[src/rtl/mips_pkg.sv]
// Shared MIPS decode constants, FSM state type and ALU flag indices
// for the issue/writeback controller.
package mips_pkg;

  localparam logic [5:0] RTYPE = 6'b000000;
  localparam logic [5:0] BEQ   = 6'b000100;
  localparam logic [5:0] BNE   = 6'b000101;
  localparam logic [5:0] ADDI  = 6'b001000;
  localparam logic [5:0] ADDIU = 6'b001001;
  localparam logic [5:0] SLTI  = 6'b001010;
  localparam logic [5:0] SLTIU = 6'b001011;
  localparam logic [5:0] ANDI  = 6'b001100;
  localparam logic [5:0] ORI   = 6'b001101;
  localparam logic [5:0] XORI  = 6'b001110;
  localparam logic [5:0] LW    = 6'b100011;
  localparam logic [5:0] SW    = 6'b101011;

  localparam logic [5:0] ADD = 6'b100000;
  localparam logic [5:0] SUB = 6'b100010;

  typedef enum logic [1:0] {
    IDLE,
    EXEC,
    MEM,
    WB
  } state_t;

  localparam int ZF = 2;
  localparam int NF = 1;
  localparam int OF = 0;

endpackage

[src/rtl/regfile32.sv]
// 32x32 GPR file: two async read ports, one sync write port,
// r0 hardwired to zero, synchronous clear.
module regfile32 (
  input  logic        clk,
  input  logic        rst,
  input  logic [4:0]  ra_addr,
  input  logic [4:0]  rb_addr,
  output logic [31:0] ra_data,
  output logic [31:0] rb_data,
  input  logic        we,
  input  logic [4:0]  w_addr,
  input  logic [31:0] w_data
);

  logic [31:0] gpr [32];

  always_ff @(posedge clk) begin
    if (rst) begin
      for (int i = 0; i < 32; i++) gpr[i] <= '0;
    end else if (we && (w_addr != 5'd0)) begin
      gpr[w_addr] <= w_data;
    end
  end

  assign ra_data = (ra_addr == 5'd0) ? 32'd0 : gpr[ra_addr];
  assign rb_data = (rb_addr == 5'd0) ? 32'd0 : gpr[rb_addr];

endmodule

[src/rtl/alu_issue.sv]
// Issue/writeback controller driving a single-cycle MIPS ALU:
// one instruction in flight, IDLE -> EXEC -> (MEM) -> WB.
module alu_issue
  import mips_pkg::*;
(
  input  logic        clk,
  input  logic        rst,
  input  logic        in_valid,
  input  logic [31:0] in_instr,
  output logic        in_ready,
  output logic [31:0] alu_instr,
  output logic [31:0] alu_reg_a,
  output logic [31:0] alu_reg_b,
  input  logic [31:0] alu_result,
  input  logic [2:0]  alu_flags,
  output logic        mem_req,
  output logic        mem_we,
  output logic [31:0] mem_addr,
  output logic [31:0] mem_wdata,
  input  logic        mem_ack,
  input  logic [31:0] mem_rdata,
  output logic        wb_en,
  output logic [4:0]  wb_addr,
  output logic [31:0] wb_data,
  output logic        br_valid,
  output logic        br_taken,
  output logic [31:0] br_offset,
  output logic        exc_ovf
);

  state_t      state;
  logic [4:0]  rt_q;
  logic [31:0] rd_a;
  logic [31:0] rd_b;

  logic [5:0]  op;
  logic [5:0]  fn;
  logic        writes;
  logic        is_mem;
  logic        is_br;
  logic        can_trap;
  logic        br_hit;
  logic        trap;
  logic [4:0]  dest;
  logic        unused_nf;

  assign unused_nf = alu_flags[NF];

  regfile32 u_rf (
    .clk     (clk),
    .rst     (rst),
    .ra_addr (in_instr[25:21]),
    .rb_addr (in_instr[20:16]),
    .ra_data (rd_a),
    .rb_data (rd_b),
    .we      (wb_en),
    .w_addr  (wb_addr),
    .w_data  (wb_data)
  );

  always_comb begin
    op       = alu_instr[31:26];
    fn       = alu_instr[5:0];
    writes   = 1'b0;
    is_mem   = 1'b0;
    is_br    = 1'b0;
    can_trap = 1'b0;
    dest     = rt_q;
    unique case (1'b1)
      (op == RTYPE): begin
        writes   = 1'b1;
        dest     = alu_instr[15:11];
        can_trap = (fn == ADD) || (fn == SUB);
      end
      (op == ADDI): begin
        writes   = 1'b1;
        can_trap = 1'b1;
      end
      (op == ADDIU) || (op == ANDI) || (op == ORI) ||
      (op == XORI) || (op == SLTI) || (op == SLTIU): begin
        writes = 1'b1;
      end
      (op == LW): begin
        writes = 1'b1;
        is_mem = 1'b1;
      end
      (op == SW): begin
        is_mem = 1'b1;
      end
      (op == BEQ) || (op == BNE): begin
        is_br = 1'b1;
      end
      default: begin
      end
    endcase
  end

  // The ALU zero flag tracks result == 0, so bne is its complement.
  assign br_hit = (op == BEQ) ? alu_flags[ZF] : ~alu_flags[ZF];
  assign trap   = can_trap & alu_flags[OF];

  always_ff @(posedge clk) begin
    if (rst) begin
      state     <= IDLE;
      in_ready  <= 1'b1;
      rt_q      <= '0;
      alu_instr <= '0;
      alu_reg_a <= '0;
      alu_reg_b <= '0;
      mem_req   <= 1'b0;
      mem_we    <= 1'b0;
      mem_addr  <= '0;
      mem_wdata <= '0;
      wb_en     <= 1'b0;
      wb_addr   <= '0;
      wb_data   <= '0;
      br_valid  <= 1'b0;
      br_taken  <= 1'b0;
      br_offset <= '0;
      exc_ovf   <= 1'b0;
    end else begin
      wb_en    <= 1'b0;
      br_valid <= 1'b0;
      exc_ovf  <= 1'b0;
      unique case (state)
        IDLE: begin
          if (in_valid) begin
            state     <= EXEC;
            in_ready  <= 1'b0;
            alu_instr <= {in_instr[31:26], 5'b00000,
                          5'b00001, in_instr[15:0]};
            alu_reg_a <= rd_a;
            alu_reg_b <= rd_b;
            rt_q      <= in_instr[20:16];
          end
        end
        EXEC: begin
          wb_addr <= dest;
          if (is_mem) begin
            state     <= MEM;
            mem_req   <= 1'b1;
            mem_we    <= (op == SW);
            mem_addr  <= alu_result;
            mem_wdata <= alu_reg_b;
          end else begin
            state    <= WB;
            wb_data  <= alu_result;
            wb_en    <= writes & ~trap;
            exc_ovf  <= trap;
            br_valid <= is_br;
            if (is_br) begin
              br_taken  <= br_hit;
              br_offset <= {{14{alu_instr[15]}},
                            alu_instr[15:0], 2'b00};
            end
          end
        end
        MEM: begin
          if (mem_ack) begin
            state   <= WB;
            mem_req <= 1'b0;
            wb_en   <= ~mem_we;
            if (!mem_we) wb_data <= mem_rdata;
          end
        end
        WB: begin
          state    <= IDLE;
          in_ready <= 1'b1;
        end
        default: begin
          state    <= IDLE;
          in_ready <= 1'b1;
        end
      endcase
    end
  end

endmodule

[config.mk]
export PLATFORM = sky130hd
export DESIGN_NAME = alu_issue
export DESIGN_NICKNAME = d
export VERILOG_FILES = /design/src/rtl/mips_pkg.sv /design/src/rtl/regfile32.sv /design/src/rtl/alu_issue.sv
export SDC_FILE = /design/constraint.sdc
export NUM_CORES = 2
export LEC_CHECK = 0
export CAP_MARGIN = 40
export CORE_MARGIN = 3
export CORE_UTILIZATION = 25
export DETAILED_ROUTE_END_ITERATION = 10
export DONT_BUFFER_PORTS = 1
export HOLD_SLACK_MARGIN = 0.1
export PLACE_DENSITY = 0.51
export SLEW_MARGIN = 40
export SYNTH_ARGS = -nofsm -noshare
export SYNTH_HDL_FRONTEND = slang
export SYNTH_SLANG_ARGS = --single-unit
[constraint.sdc]
create_clock -name clk -period 1.9 [get_ports clk]
set_input_delay 0.19 -clock clk [delete_from_list [all_inputs] [get_ports clk]]
set_output_delay 0.19 -clock clk [all_outputs]
set_load 0.005 [all_outputs]
# Word-level counts from Yosys, hierarchy flattened
# Memories as Yosys holds them, arrays and structs flattened.
# Index checks and enable logic that the tools add are counted.
[op_classes] bitwise_logic=7 n_mux=32 reduce_logical=26 n_eq_ne=21
[ops] operator="32-bit two-way mux" count=6
[ops] operator="32-bit case mux with 2 select lines" count=1
[ops] operator="6-bit by 4-bit equality test with 1-bit output (second input constant)" count=7
[ops] operator="32-bit OR reduction" count=1
[ops] operator="6-bit equality test (second input constant)" count=4
[ops] operator="1-bit two-way mux" count=16
[ops] operator="6-bit by 3-bit equality test with 1-bit output (second input constant)" count=2
[ops] operator="5-bit logical NOT" count=2
[ops] operator="5-bit two-way mux" count=2
[ops] operator="2-bit inequality test (second input constant)" count=5
[ops] operator="1-bit case mux with 2 select lines" count=4
[ops] operator="2-bit case mux with 4 select lines" count=1
[ops] operator="2-bit AND reduction" count=4
[ops] operator="1-bit logical OR" count=7
[ops] operator="6-bit logical NOT" count=1
[ops] operator="3-bit AND reduction" count=2
[ops] operator="1-bit inverter" count=5
[ops] operator="5-bit nonzero test" count=1
[ops] operator="2-bit equality test (second input constant)" count=2
[ops] operator="2-bit two-way mux" count=2
[ops] operator="4-bit AND reduction" count=1
[ops] operator="2-bit nonzero test" count=2
[ops] operator="4-bit OR reduction" count=1
[ops] operator="3-bit OR reduction" count=1
[ops] operator="other kinds (5)" count=6
[totals] register_bits=218 ramBits=1024 n_memories=1 word_cells=104 input_bits=103 output_inout_bits=236
[memory_table] memory="u_rf.gpr" words=32 width=32 rd=2 rd_ports_with_merged_regs=0 write_ports=32 line_no="regfile32.sv:15" rtl="logic [31:0] gpr [32];"

# Logic depth before layout (Yosys ltp)
[depth] word_depth=11 depth_mapped=9 mapped_depth_nobuf=6

# Modules after synthesis
# Synthesis repeated with hierarchy kept, for this count alone.
[unflattened] hier_cells=4508 hier_area_um2=62545.0
[by_module_without_submodules] mod="regfile32" cells_each=3502 area_per_inst_um2=54187.0 n_inst=1 seq_area_each_um2=30749.5
[by_module_without_submodules] mod="alu_issue" cells_each=1006 area_per_inst_um2=8358.0 n_inst=1 seq_area_each_um2=4364.2

# Least setup slack after synthesis
# No wires, ideal clock.
[synth_path] path_kind="register -> register" from="register wb_addr[3]" to="memory u_rf.gpr[11][0], enable pin" t_arrival_ps=1755 period_less_slack_ps=2129 t_required_ps=1525 path_buffers=1 setup_time_ps=375 path_stages_with_launch=5 path_slack_ps=-229 path_cell_list="dfxtp_1 clkbuf_1 or3b_2 nor2_1 or2_2"
[synth_lines] item="start, declared" line_no="alu_issue.sv:23" rtl="output logic [4:0] wb_addr,"
[synth_lines] item="start signal, assigned" line_no="alu_issue.sv:138" rtl="wb_addr <= dest;"
[synth_lines] item="end, declared" line_no="regfile32.sv:15"

# Worst setup path after layout
[layout_path] from="register state[0]" to="register alu_reg_a[28]"
[layout_via] elab_chain_len=2
[layout_lines] item="start, declared" line_no="alu_issue.sv:31" rtl="state_t state;"
[layout_lines] item="start signal, assigned" line_no="alu_issue.sv:104" rtl="state <= IDLE;"
[layout_lines] item="start signal, assigned" line_no="alu_issue.sv:128" rtl="state <= EXEC;"
[layout_lines] item="start signal, assigned" line_no="alu_issue.sv:140" rtl="state <= MEM;"
[layout_lines] item="2-bit logical NOT" line_no="alu_issue.sv:125" rtl="unique case (state)"
[layout_lines] item="2-bit AND reduction (no source line)"
[layout_lines] item="end signal, assigned" line_no="alu_issue.sv:132" rtl="alu_reg_a <= rd_a;"
[layout_lines] item="end, declared" line_no="alu_issue.sv:12" rtl="output logic [31:0] alu_reg_a,"
# Every way passes these cells.
# A chain may end at the register's enable or synchronous reset.

==> flow_metrics.tcl <==
set metrics [dict create \
    hold_slack_ns -0.502 \
    gp_congestion 0.845 \
    areaGrowthSynthToFinish_pct 20.9 \
    grt_pass1_vias 41700 \
    critical_path_buf_inv_count 4 \
    multi_input_area_um2 26500 \
    drv_cap 0 \
    antenna_found_initial 25 \
    place_area_um2 69500 \
    seq_area_um2 35100 \
    synth_cell_type_count 56 \
    die_w_um 508 \
    cts_buffers 134 \
    die_h_um 508 \
    fmax_mhz 500 \
    grt.overflow.total 0 \
    grt_max_degree 322 \
    grt_pass1_wl_um 346000 \
    clock-sinks 1242 \
    synthCells 4589 \
    insertion_delay_ns 0.80 \
    drive_gt1_share_pct 24.2 \
    final-setup-viol-count 52 \
    slew_violations 0 \
    dpl.hpwl_um 158000 \
    wirelength_um 255000 \
    worst_setup_path_start_kind "flop" \
    finalInstanceArea_um2 76100 \
    pin_count 339 \
    cp_max_fo 6 \
    syn_area_um2 62900 \
    yosysSeqAreaShare_pct 55.8 \
    avgSynthCellArea_um2 13.7 \
    outcome "complete, but fails checks" \
    core-area_um2 250000 \
    drt_iter0_drc 4946 \
    htree_levels 4 \
    viasPerCell 5.16 \
    p_leak_nw 27.7 \
    clock_path_buffers 3 \
    fp.dieArea_um2 258000 \
    utilization_pct 30.5 \
    clk_pin_slew_worst_paths_ns 0.06 \
    portBuffers 0 \
    layout.nets 4851 \
    via_count 42200 \
    synth_top_area_share_pct 48.9 \
    cts_tree "done" \
    routedWlPerCell_um 31.1 \
    route.detailed.drc 0 \
    critPathRequiredTime_ns 2.57 \
    hold_viol 221 \
    synth_warnings 0 \
    violations "negative hold slack, negative setup slack" \
    finalWorstSetupSlack_ns -0.101 \
    drtPass1Iterations 6 \
    finalCriticalPeriod_ns 2.00 \
    crit_path_end_kind "flop" \
    yosysMostFrequentCell "edfxtp_1" \
    synth_common_cells "edfxtp_1 (1024), and2_1 (997), mux2i_1 (421)" \
    rows 183 \
    critPathArrivalTime_ns 2.67 \
    initial_core_util_pct 25.2 \
    antenna_left 0 \
    rsz0062_at_grt "true" \
    period_share_pct 105 \
    cpPeakStageDelay_ns 0.33 \
    cpMaxStageDelayCell "dfxtp_2" \
    crit_chain "inv_2 -> ha_4 -> buf_6 -> and3b_4 -> buf_6 -> buf_6 -> and4_1 -> a221o_1 -> a311o_1" \
    crit_family "compound AO/OA/AOI/OAI gates" \
    crit_type "flop to flop" \
    peakVddDrop_v 0.000948 \
    synthFlopType "edfxtp_1" \
    synth_edf_count 1024 \
    tightest_slew_ns 1.30 \
    synth-seq-cells 1242 \
    synthArstFlopShare_pct 0 \
    clock_skew_ns 0.0302 \
    maxSlewHeadroom_pct 13.6 \
    synthTopCellsByArea "edfxtp_1 (49%), mux4_2 (14%), and2_1 (9.9%)" \
    hold_path_class "primary input to flop" \
    fin_cells 8188 \
    track_usage_pct 19.0 \
    dp_cells 7826 \
    yosys.area.top_type "edfxtp_1" \
    fillers 24800 \
    p_per_area_nw_per_um2 980 \
    clockRootBuffer "clkbuf_16" \
    cpMostUsedCell "buf_6" \
]
-- state kept, by name, indices dropped and copies added (netlist names) --
name	flops
alu_reg_b	32
br_offset	16
wb_addr	5
br_taken	1
br_valid	1
alu_instr	23
mem_addr	32
exc_ovf	1
rt_q	5
state	2
in_ready	1
mem_req	1
wb_en	1
u_rf.gpr	1024
alu_reg_a	32
mem_wdata	32
mem_we	1
wb_data	32
-- metal layers --
| metal | global-route usage (%) | wire length, um | vias up |
|---|---|---|---|
| li1 | - | - | 17600 |
| met2 | 29.9 | 117000 | 2149 |
| met1 | 25.1 | 104000 | 22100 |
| met3 | 4.60 | 23600 | 378 |
| met4 | 7.48 | 10800 | 2 |
| met5 | 0 | 13 | - |
-- stage by stage --
stage	TNS (ns)	power, mW	setup slack (ns)	hold slack [ns]
detailed placement	-28.98	46.0	-0.308	0.285
CTS	-3.79	74.0	-0.134	-0.574
finish	-2.72	74.6	-0.101	-0.502
floorplan	-6.53	39.2	-0.0744	0.326
global placement	-17.94	45.9	-0.288	0.280
global route	-6.99	76.9	-0.176	-0.527
-- final timing paths --
path         cells past startpoint  slack, ns      from            end
max                              9      -0.10  state[0]  alu_reg_a[28]
min                              1      -0.50       rst  mem_wdata[21]
max reg2reg                      9      -0.10  state[0]  alu_reg_a[28]
min reg2reg                      2       0.45   rt_q[0]        rt_q[0]
-- worst reg2reg max path: cells and delay by family (launching register included) --
| family | cells | cell delay, ns |
|---|---|---|
| DFF | 1 | 0.33 |
| AOI/OAI and AO/OA | 2 | 0.54 |
| buffers and inverters | 4 | 0.44 |
| and+or+nand+nor | 2 | 0.41 |
| adders and majority gates | 1 | 0.18 |
-- placed cells by master, fill, tap and decap left out, types with 32 or more instances in the layout --
cell           Yosys  routed
a211oi_1          56      52
a21o_1            47      47
a21oi_1          127     126
a221o_1           46      46
a22oi_1          128     128
a311o_1           46      46
and2_1           997     992
and4_1            64      64
buf_12             0     120
buf_4             45     252
clkbuf_1         355      32
clkbuf_16          0     145
conb_1             1      43
dfxtp_1          218     207
dlygate4sd3_1      0      60
edfxtp_1        1024    1024
mux2i_1          421     417
mux4_2           384     384
nand2_1          239     237
nor2_1           111      49
nor2_4             0      46
-- layout make-up --
| cell class | count | area share, % |
|---|---|---|
| flip-flops and latches | 1242 | 46.2 |
| repair buffers | 478 | 7.60 |
| inverters | 3 | 0.0148 |
| clock inverters | 62 | 0.962 |
| diodes | 5 | 0.0164 |
| well taps | 3330 | 5.47 |
| clock buffers | 183 | 4.91 |
| multi-input cells | 2885 | 34.9 |
-- where the power goes --
group | internal [mW] | switching, mW
Clock | 15.6 | 11.8
Sequential | 30.9 | 1.62
Combinational | 5.84 | 8.84
-- logic make-up (layout without fill, tap and decap cells) --
logic type,after synthesis,in the layout,share of synthesized area [%]
AO/OA/AOI/OAI,513,513,6.06
XOR/XNOR,1,1,0.0139
adder cells (fa/ha/maj),4,4,0.0795
buffers and inverters,504,726,3.58
flip-flops,1242,1242,55.8
multiplexers,805,805,20.4
other,1,48,0.00596
AND/OR/NAND/NOR,1519,1519,14.0
-- timing repair --
action                                  CTS  global route
hold buffers                             60             3
buffers inserted                         22             9
endpoints found under the hold margin  1237          1202
gates cloned                             14             8
setup endpoints to repair               697           239
pin swaps                                38            27
gates resized for setup                 125            48
No activity file was read; power rests on OpenSTA's default activity.
